$ cat src/rtl/fpu_result_router.sv
// fpu_result_router: return-side router for the two-thread shared FPU.
// Shadows the FPU pipe (E1..WB) with thread tags and steers writeback.
//
// Ports:
//   clk, clrn            clock, synchronous active-low reset
//   e                    pipeline advance (0 = FPU frozen, shadow holds)
//   iss_v/t/wf/fd        op entering E1 at this edge
//   ww, wn, wd           FPU writeback from the WB stage
//   ww0/wn0/wd0          thread 0 FP regfile write port
//   ww1/wn1/wd1          thread 1 FP regfile write port
//   pend0, pend1         ops of each thread inside the shadow pipe
//   busy0, busy1         per-register pending-write masks
//   err                  sticky protocol error
//
// Build option: define FPU_RR_CHECK_EN to enable the protocol checker.
// Without it err is tied to 0 and no check logic is built.
module fpu_result_router #(
    parameter int DEPTH = 4,
    parameter int FDW   = 5,
    parameter int DW    = 32
) (
    input  logic                         clk,
    input  logic                         clrn,
    input  logic                         e,
    input  logic                         iss_v,
    input  logic                         iss_t,
    input  logic                         iss_wf,
    input  logic [FDW-1:0]               iss_fd,
    input  logic                         ww,
    input  logic [FDW-1:0]               wn,
    input  logic [DW-1:0]                wd,
    output logic                         ww0,
    output logic                         ww1,
    output logic [FDW-1:0]               wn0,
    output logic [FDW-1:0]               wn1,
    output logic [DW-1:0]                wd0,
    output logic [DW-1:0]                wd1,
    output logic [$clog2(DEPTH+1)-1:0]   pend0,
    output logic [$clog2(DEPTH+1)-1:0]   pend1,
    output logic [2**FDW-1:0]            busy0,
    output logic [2**FDW-1:0]            busy1,
    output logic                         err
);

    localparam int PW = $clog2(DEPTH+1);
    localparam int WB = DEPTH - 1;
    localparam logic [PW-1:0] PMAX = PW'(DEPTH);

    // Shadow pipe, index 0 = E1 .. WB = DEPTH-1
    logic [DEPTH-1:0] sv;
    logic [DEPTH-1:0] st;
    logic [DEPTH-1:0] swf;
    logic [FDW-1:0]   sfd [DEPTH];

    always_ff @(posedge clk) begin
        if (!clrn) begin
            sv  <= '0;
            st  <= '0;
            swf <= '0;
            for (int k = 0; k < DEPTH; k++) begin
                sfd[k] <= '0;
            end
        end else if (e) begin
            sv  <= {sv[DEPTH-2:0], iss_v};
            st  <= {st[DEPTH-2:0], iss_t};
            swf <= {swf[DEPTH-2:0], iss_wf};
            for (int k = DEPTH - 1; k > 0; k--) begin
                sfd[k] <= sfd[k-1];
            end
            sfd[0] <= iss_fd;
        end
    end

    logic wb_v;
    logic wb_t;
    logic wb_wf;

    assign wb_v  = sv[WB];
    assign wb_t  = st[WB];
    assign wb_wf = swf[WB];

    // Only a live, writing op in WB may reach a register file
    assign ww0 = ww & wb_v & wb_wf & ~wb_t;
    assign ww1 = ww & wb_v & wb_wf &  wb_t;
    assign wn0 = ww0 ? wn : '0;
    assign wn1 = ww1 ? wn : '0;
    assign wd0 = ww0 ? wd : '0;
    assign wd1 = ww1 ? wd : '0;

    // Pending-op counters
    logic inc0;
    logic inc1;
    logic dec0;
    logic dec1;

    assign inc0 = e & iss_v & ~iss_t;
    assign inc1 = e & iss_v &  iss_t;
    assign dec0 = e & wb_v  & ~wb_t;
    assign dec1 = e & wb_v  &  wb_t;

    // Issue and retire on the same edge cancel out; saturate at both ends
    always_ff @(posedge clk) begin
        if (!clrn) begin
            pend0 <= '0;
        end else if (inc0 & ~dec0 & (pend0 != PMAX)) begin
            pend0 <= pend0 + PW'(1);
        end else if (dec0 & ~inc0 & (pend0 != '0)) begin
            pend0 <= pend0 - PW'(1);
        end
    end

    always_ff @(posedge clk) begin
        if (!clrn) begin
            pend1 <= '0;
        end else if (inc1 & ~dec1 & (pend1 != PMAX)) begin
            pend1 <= pend1 + PW'(1);
        end else if (dec1 & ~inc1 & (pend1 != '0)) begin
            pend1 <= pend1 - PW'(1);
        end
    end

    // A register stays busy while any stage still owes it a write
    always_comb begin
        busy0 = '0;
        busy1 = '0;
        for (int k = 0; k < DEPTH; k++) begin
            if (sv[k] & swf[k]) begin
                if (st[k]) begin
                    busy1[sfd[k]] = 1'b1;
                end else begin
                    busy0[sfd[k]] = 1'b1;
                end
            end
        end
    end

`ifdef FPU_RR_CHECK_EN
    logic wr_bad;
    logic cnt_bad;

    // Write with nothing to own it, or to a register other than the tag
    assign wr_bad = ww & (~wb_v | ~wb_wf | (wn != sfd[WB]));

    assign cnt_bad = (inc0 & ~dec0 & (pend0 == PMAX))
                   | (dec0 & ~inc0 & (pend0 == '0))
                   | (inc1 & ~dec1 & (pend1 == PMAX))
                   | (dec1 & ~inc1 & (pend1 == '0));

    always_ff @(posedge clk) begin
        if (!clrn) begin
            err <= 1'b0;
        end else if (wr_bad | cnt_bad) begin
            err <= 1'b1;
        end
    end
`else
    assign err = 1'b0;
`endif

endmodule

$ cat config.mk
export PLATFORM = sky130hd
export DESIGN_NAME = fpu_result_router
export DESIGN_NICKNAME = d
export VERILOG_FILES = /design/src/rtl/fpu_result_router.sv
export SDC_FILE = /design/constraint.sdc
export NUM_CORES = 1
export LEC_CHECK = 0
export BUFFER_PORTS_ARGS = -buffer_cell sky130_fd_sc_hd__buf_2
export CAP_MARGIN = 40
export CORE_MARGIN = 2
export CORE_UTILIZATION = 40
export DETAILED_ROUTE_END_ITERATION = 10
export PLACE_DENSITY = 0.77
export SLEW_MARGIN = 20
export SYNTH_ARGS = -nofsm -noshare
export SYNTH_HDL_FRONTEND = slang
export SYNTH_SLANG_ARGS = --single-unit
$ cat constraint.sdc
create_clock -name clk -period 2.9 [get_ports clk]
set_input_delay 0.29 -clock clk [delete_from_list [all_inputs] [get_ports clk]]
set_output_delay 0.29 -clock clk [all_outputs]
set_load 0.05 [all_outputs]
==> results of run 1 <==
-- synthesized netlist by cell type (2+ instances only) --
library cell,n,area share
and2_1,79,0.12
a22oi_1,57,0.10
nand2_1,45,0.040
o22ai_1,38,0.056
clkbuf_1,33,0.029
and3_1,26,0.039
o221ai_1,22,0.046
or3_1,21,0.031
edfxtp_1,20,0.14
dfxtp_1,18,0.085
nor2_1,18,0.016
nor3_1,16,0.019
or2_1,15,0.022
mux2i_1,12,0.028
nand2b_1,11,0.016
nor2b_1,11,0.016
and3b_1,9,0.019
buf_2,9,0.011
nand3b_1,9,0.016
nor3b_1,9,0.016
or3b_2,8,0.017
a221o_1,7,0.017
nor3_2,7,0.017
inv_1,5,0.0044
nand3_1,5,0.0059
o311a_1,4,0.0095
or2_2,4,0.0059
mux2_2,3,0.0080
o211ai_1,3,0.0053
fa_1,2,0.0095
-- critical path: cells and delay by family (launching register included) --
kind                   cells  cell delay (ps)
AOI/OAI and AO/OA          1              260
buffers and inverters      1              330
DFF                        1              800
and+or+nand+nor            1              570
-- routing by layer --
metal	track usage	part of all wire
met5	0	0
met4	0.1605	0.057
met3	0.05775	0.099
met2	0.5273	0.48
met1	0.3666	0.36
-- area by class of cell --
cell class	instances	area share
clock buffer	5	0.01281
clock inverter	3	0.003029
inverter	5	0.003495
multi-input combinational	457	0.5711
sequential	38	0.1789
tap	136	0.03169
timing repair buffer	207	0.1990
-- worst paths after layout --
path	from	to	slack [ps]	cells past startpoint
max reg2reg	st[3]$_SDFFE_PN0P_	pend0[2]$_SDFFE_PN0P_	860	6
min	iss_wf	swf[0]$_SDFFE_PN0P_	300	3
min reg2reg	pend0[2]$_SDFFE_PN0P_	pend0[2]$_SDFFE_PN0P_	530	2
max	sfd[0][2]$_SDFFCE_PN0P_	busy1[7]	360	3
-- state kept, by name, summed over array words and instances (netlist names) --
name   flops
pend1      3
pend0      3
sv         4
swf        4
st         4
sfd       20
-- cell families after synthesis --
| group | Yosys count | synth area share |
|---|---|---|
| buffers and inverters | 48 | 0.04622 |
| muxes | 15 | 0.03645 |
| adders and majority gates | 2 | 0.009482 |
| AOI/OAI and AO/OA | 140 | 0.2560 |
| other | 1 | 0.0008880 |
| DFF | 38 | 0.2276 |
| and+or+nand+nor | 299 | 0.4234 |
-- power by group through the flow --
stage                     registers (uW)  clock network (uW)  logic [uW]
final                                665                 357         236
after global placement               666                   0         228
after detailed placement             671                   0         231
after CTS                            659                 366         232
after floorplan                      638                   0         160
after global routing                 668                 388         255
-- through the flow --
stage	hold slack (ps)	util	worst slack, ps	power, uW	cell area [um^2]
after floorplan	456.0	-	715.3	797.8	4223
after global routing	310.0	0.5225	207.9	1310	5370
final	299.1	0.5225	357.5	1259	5370
after detailed placement	523.3	0.5142	613.4	902.8	5285
after CTS	290.3	0.5225	443.5	1257	5370
after global placement	507.8	0.5142	756.2	893.7	5285
==> out/qor.txt, run 1 <==
status = finished clean
grt total ovfl = 0
Seq pwr share = 0.528
Synth Instances = 543
cts repair resizes = 0
worst skew pair latency = 290 ps
Crit path required time = 2610 ps
Rows = 37
critical path type = reg -> out
commonest non-fill, non-tap cell in the layout = buf_2
fin crit period = 2543 ps
Cell variety after synth = 47
clk buf depth = 2
Slew headroom = 0.4831
final hold vios = 0
footprint of the multi-input gates = 0.003067 mm^2
I/O Buffers = 194
Storage cell area = 960.9 um^2
sequential share of the synthesized area = 0.2276
WL final = 18250 um
Final Skew = 7.448 ps
wire per inst = 21.44 um
TritonCTS Sinks = 38
worst-path maximum fanout = 15
setup violators final = 0
pins over their slew limit = 0
total of max-cap violations = 0
Max stage delay on crit path = 800 ps
Via density = 6.223
final antenna-violating net count = 0
Syn Nets = 594
P_leak = 0.002595 uW
die area = 0.01139 mm^2
TNS Setup = 0 ps
setup bufs post-CTS = 0
largest net degree at the start of global routing = 41
syn avg cell area = 7.777 um^2
H-tree Lvls = 2
Hold Crit Class = in -> reg
CP endpoint kind = output port
Final Cycle Share = 0.8767
Setup crit start kind = flop
antenna violations before repair = 0
cells along the critical path = or3b_2 -> o221ai_1 -> buf_2
Pre-antenna DRT Iters = 7
commonest non-fill, non-tap cells in the layout = buf_2 (194), and2_1 (79), a22oi_1 (57)
Max Clock Freq = 393.3 MHz
root buffer cell = clkbuf_8
hpwl dp = 14230 um
Async SR Flop Fraction = 0
Comb pwr share = 0.188
GP Congestion = 1.086
Worst Tran Pin Value = 775.4 ps
initial core utilization = 0.4109
fillers = 1019
Power Density = 234.4 mW/mm^2
Die Height = 106.7 um
DR vias = 5296
Die Span X = 106.7 um
Int Pwr = 849.8 uW
Netlist Area Pre-Place = 0.004223 mm^2
switching pwr = 408.8 uW
core area = 0.01028 mm^2
VDD IR-drop max = 0.2331 mV
Syn-to-layout area delta = 27.17%
RSZ-0062 raised after global routing = false
Placed Instances = 843
Net count, final = 765
clock power share = 0.284
ys flop type = edfxtp_1
GRT Total Usage = 0.3082
arrival time at the worst endpoint = 2250 ps
ANT cells = 0
slowest CP cell = edfxtp_1
synth warn = 0
first-pass GRT wire length = 27880 um
CTS tree = done
CTS Buf Count = 5
boundary pin count = 196
number of buffers added to fix hold violations after cts = 0
vias in the first global route = 5238
share of cells above drive strength 1 = 0.3357
Clock transition at path regs = 80 ps
Final Non-Filler Cells = 851
Switching Fraction = 0.3248
Starting DRT DRC Count = 500
flops & latches, synth = 38
EDFF count, synth = 20
DRC errors left = 0
(Power assumes the default switching activity.)
==> run 2: changes to the inputs <==
- CTS_BUF_LIST: unset -> sky130_fd_sc_hd__clkbuf_4
==> out/qor.txt, run 2 (same netlist as run 1, synthesis figures left out) <==
cells along the critical path = or3b_2 -> o221ai_1 -> buf_2
boundary pin count = 196 (unchanged)
TritonCTS Sinks = 38 (unchanged)
hpwl dp = 14230 um (unchanged)
grt total ovfl = 0 (unchanged)
DR vias = 5350 (+1.0%)
Worst Setup SP = sfd[0][2]$_SDFFCE_PN0P_
H-tree Lvls = 2 (unchanged)
clock power share = 0.236 (-0.048)
antenna violations before repair = 0 (unchanged)
switching pwr = 405.0 uW (-0.94%)
Clock transition at path regs = 130 ps (+50 ps)
Final Non-Filler Cells = 851 (unchanged)
share of cells above drive strength 1 = 0.3357 (unchanged)
pins over their slew limit = 0 (unchanged)
HP Start = iss_wf
commonest non-fill, non-tap cell in the layout = buf_2
status = finished clean
initial core utilization = 0.4109 (unchanged)
footprint of the multi-input gates = 0.003067 mm^2 (unchanged)
total of max-cap violations = 0 (unchanged)
GP Congestion = 1.086 (unchanged)
DP Area = 0.005285 mm^2 (unchanged)
Die Span X = 106.7 um (unchanged)
CP endpoint kind = output port
Max stage delay on crit path = 830 ps (+30 ps)
first-pass GRT wire length = 27910 um (+0.10%)
CTS tree = done
Switching Fraction = 0.3431 (+0.01828)
Hold Crit Class = in -> reg
Slew headroom = 0.4915 (+0.008450)
setup violators final = 0 (unchanged)
worst hold slack = 233.1 ps (-66.01 ps)
slowest CP cell = edfxtp_1
worst-path maximum fanout = 15 (unchanged)
Via density = 6.287 (+1.0%)
max reg flops = 20 (unchanged)
Placed Instances = 843 (unchanged)
DRC errors left = 0 (unchanged)
Max Clock Freq = 378.0 MHz (-3.9%)
fin crit period = 2646 ps (+103.3 ps)
fillers = 1024 (+0.49%)
Util after Layout = 0.5195 (-0.003044)
arrival time at the worst endpoint = 2360 ps (+110 ps)
largest net degree at the start of global routing = 41 (unchanged)
setup bufs post-CTS = 0 (unchanged)
RSZ-0062 raised after global routing = false
P_leak = 0.002582 uW (-0.50%)
kind of cell adding the most delay to the critical path = flip-flops
Seq pwr share = 0.563 (+0.035)
worst skew pair latency = 350 ps (+60 ps)
Die Height = 106.7 um (unchanged)
Final Cycle Share = 0.9124 (+0.03562)
Worst Tran Pin Value = 759.9 ps (-15.48 ps)
CP Buf/Inv Count = 1 (unchanged)
Starting DRT DRC Count = 536 (+7.2%)
commonest non-fill, non-tap cells in the layout = buf_2 (194), and2_1 (79), a22oi_1 (57)
GRT Total Usage = 0.3094 (+0.001157)
critical path type = reg -> out
Rows = 37 (unchanged)
largest register by flop count = sfd
CTS Buf Count = 5 (unchanged)
vias in the first global route = 5209 (-0.55%)
Crit path required time = 2610 ps (about the same)
worst r2r src = st[3]$_SDFFE_PN0P_
Net count, final = 765 (unchanged)
Comb pwr share = 0.201 (+0.013)
cts repair resizes = 0 (unchanged)
Pre-antenna DRT Iters = 5 (-2)
VDD IR-drop max = 0.1968 mV (-16%)
Final Cell Area = 0.005339 mm^2 (-0.58%)
die area = 0.01139 mm^2 (unchanged)
final hold vios = 0 (unchanged)
wire per inst = 21.53 um (+0.38%)
WL final = 18320 um (+0.38%)
ANT cells = 0 (unchanged)
Final Skew = 9.472 ps (+2.024 ps)
number of buffers added to fix hold violations after cts = 0 (unchanged)
Int Pwr = 775.4 uW (-8.8%)
Power Density = 221.1 mW/mm^2 (-5.7%)
final antenna-violating net count = 0 (unchanged)
Storage cell area = 960.9 um^2 (unchanged)
TNS Setup = 0 ps (unchanged)
clk buf depth = 2 (unchanged)
root buffer cell = clkbuf_4
Syn-to-layout area delta = 26.43%
core area = 0.01028 mm^2 (unchanged)
Setup crit start kind = flop
I/O Buffers = 194 (unchanged)
[run 2: layout make-up]
class,instances,area share
clock buffer,5,0.007031
sequential,38,0.1800
timing repair buffer,207,0.2001
tap,136,0.03187
inverter,5,0.003515
multi-input combinational,457,0.5744
clock inverter,3,0.003047
[run 2: final timing paths]
check                               end  slack, ps  cells after the start
setup reg to reg  pend0[2]$_SDFFE_PN0P_        840                      6
setup / recovery               busy1[7]        250                      3
hold / removal      swf[0]$_SDFFE_PN0P_        230                      3
hold reg to reg   pend0[2]$_SDFFE_PN0P_        550                      2
[run 2: power by group through the flow]
stage | clock [uW] | sequential (uW) | combinational [uW]
after detailed placement | 0 | 671 | 231
after floorplan | 0 | 638 | 160
final | 278 | 665 | 237
after CTS | 285 | 659 | 232
after global routing | 306 | 668 | 255
after global placement | 0 | 666 | 228
[run 2: per-stage QoR]
stage	power, uW	setup slack, ps
after detailed placement	902.8	613.4
after global placement	893.7	756.2
after floorplan	797.8	715.3
after CTS	1176	340.2
final	1180	254.2
after global routing	1229	85.27
[run 2: worst reg2reg max path, stage by stage, from the launching register on]
cell	delay [ps]
dfxtp_1	450
and2b_4	240
nor3_2	260
nand2_1	120
fa_1	440
and3b_1	210
o32ai_1	260
[run 2: routing by layer]
metal  vias up  wire, um  GRT usage
li1       2400         -          -
met1      2448      6591     0.3666
met2       405      8772     0.5300
met3        97      1846    0.05836
met4         0      1108     0.1623
met5         -         0          0
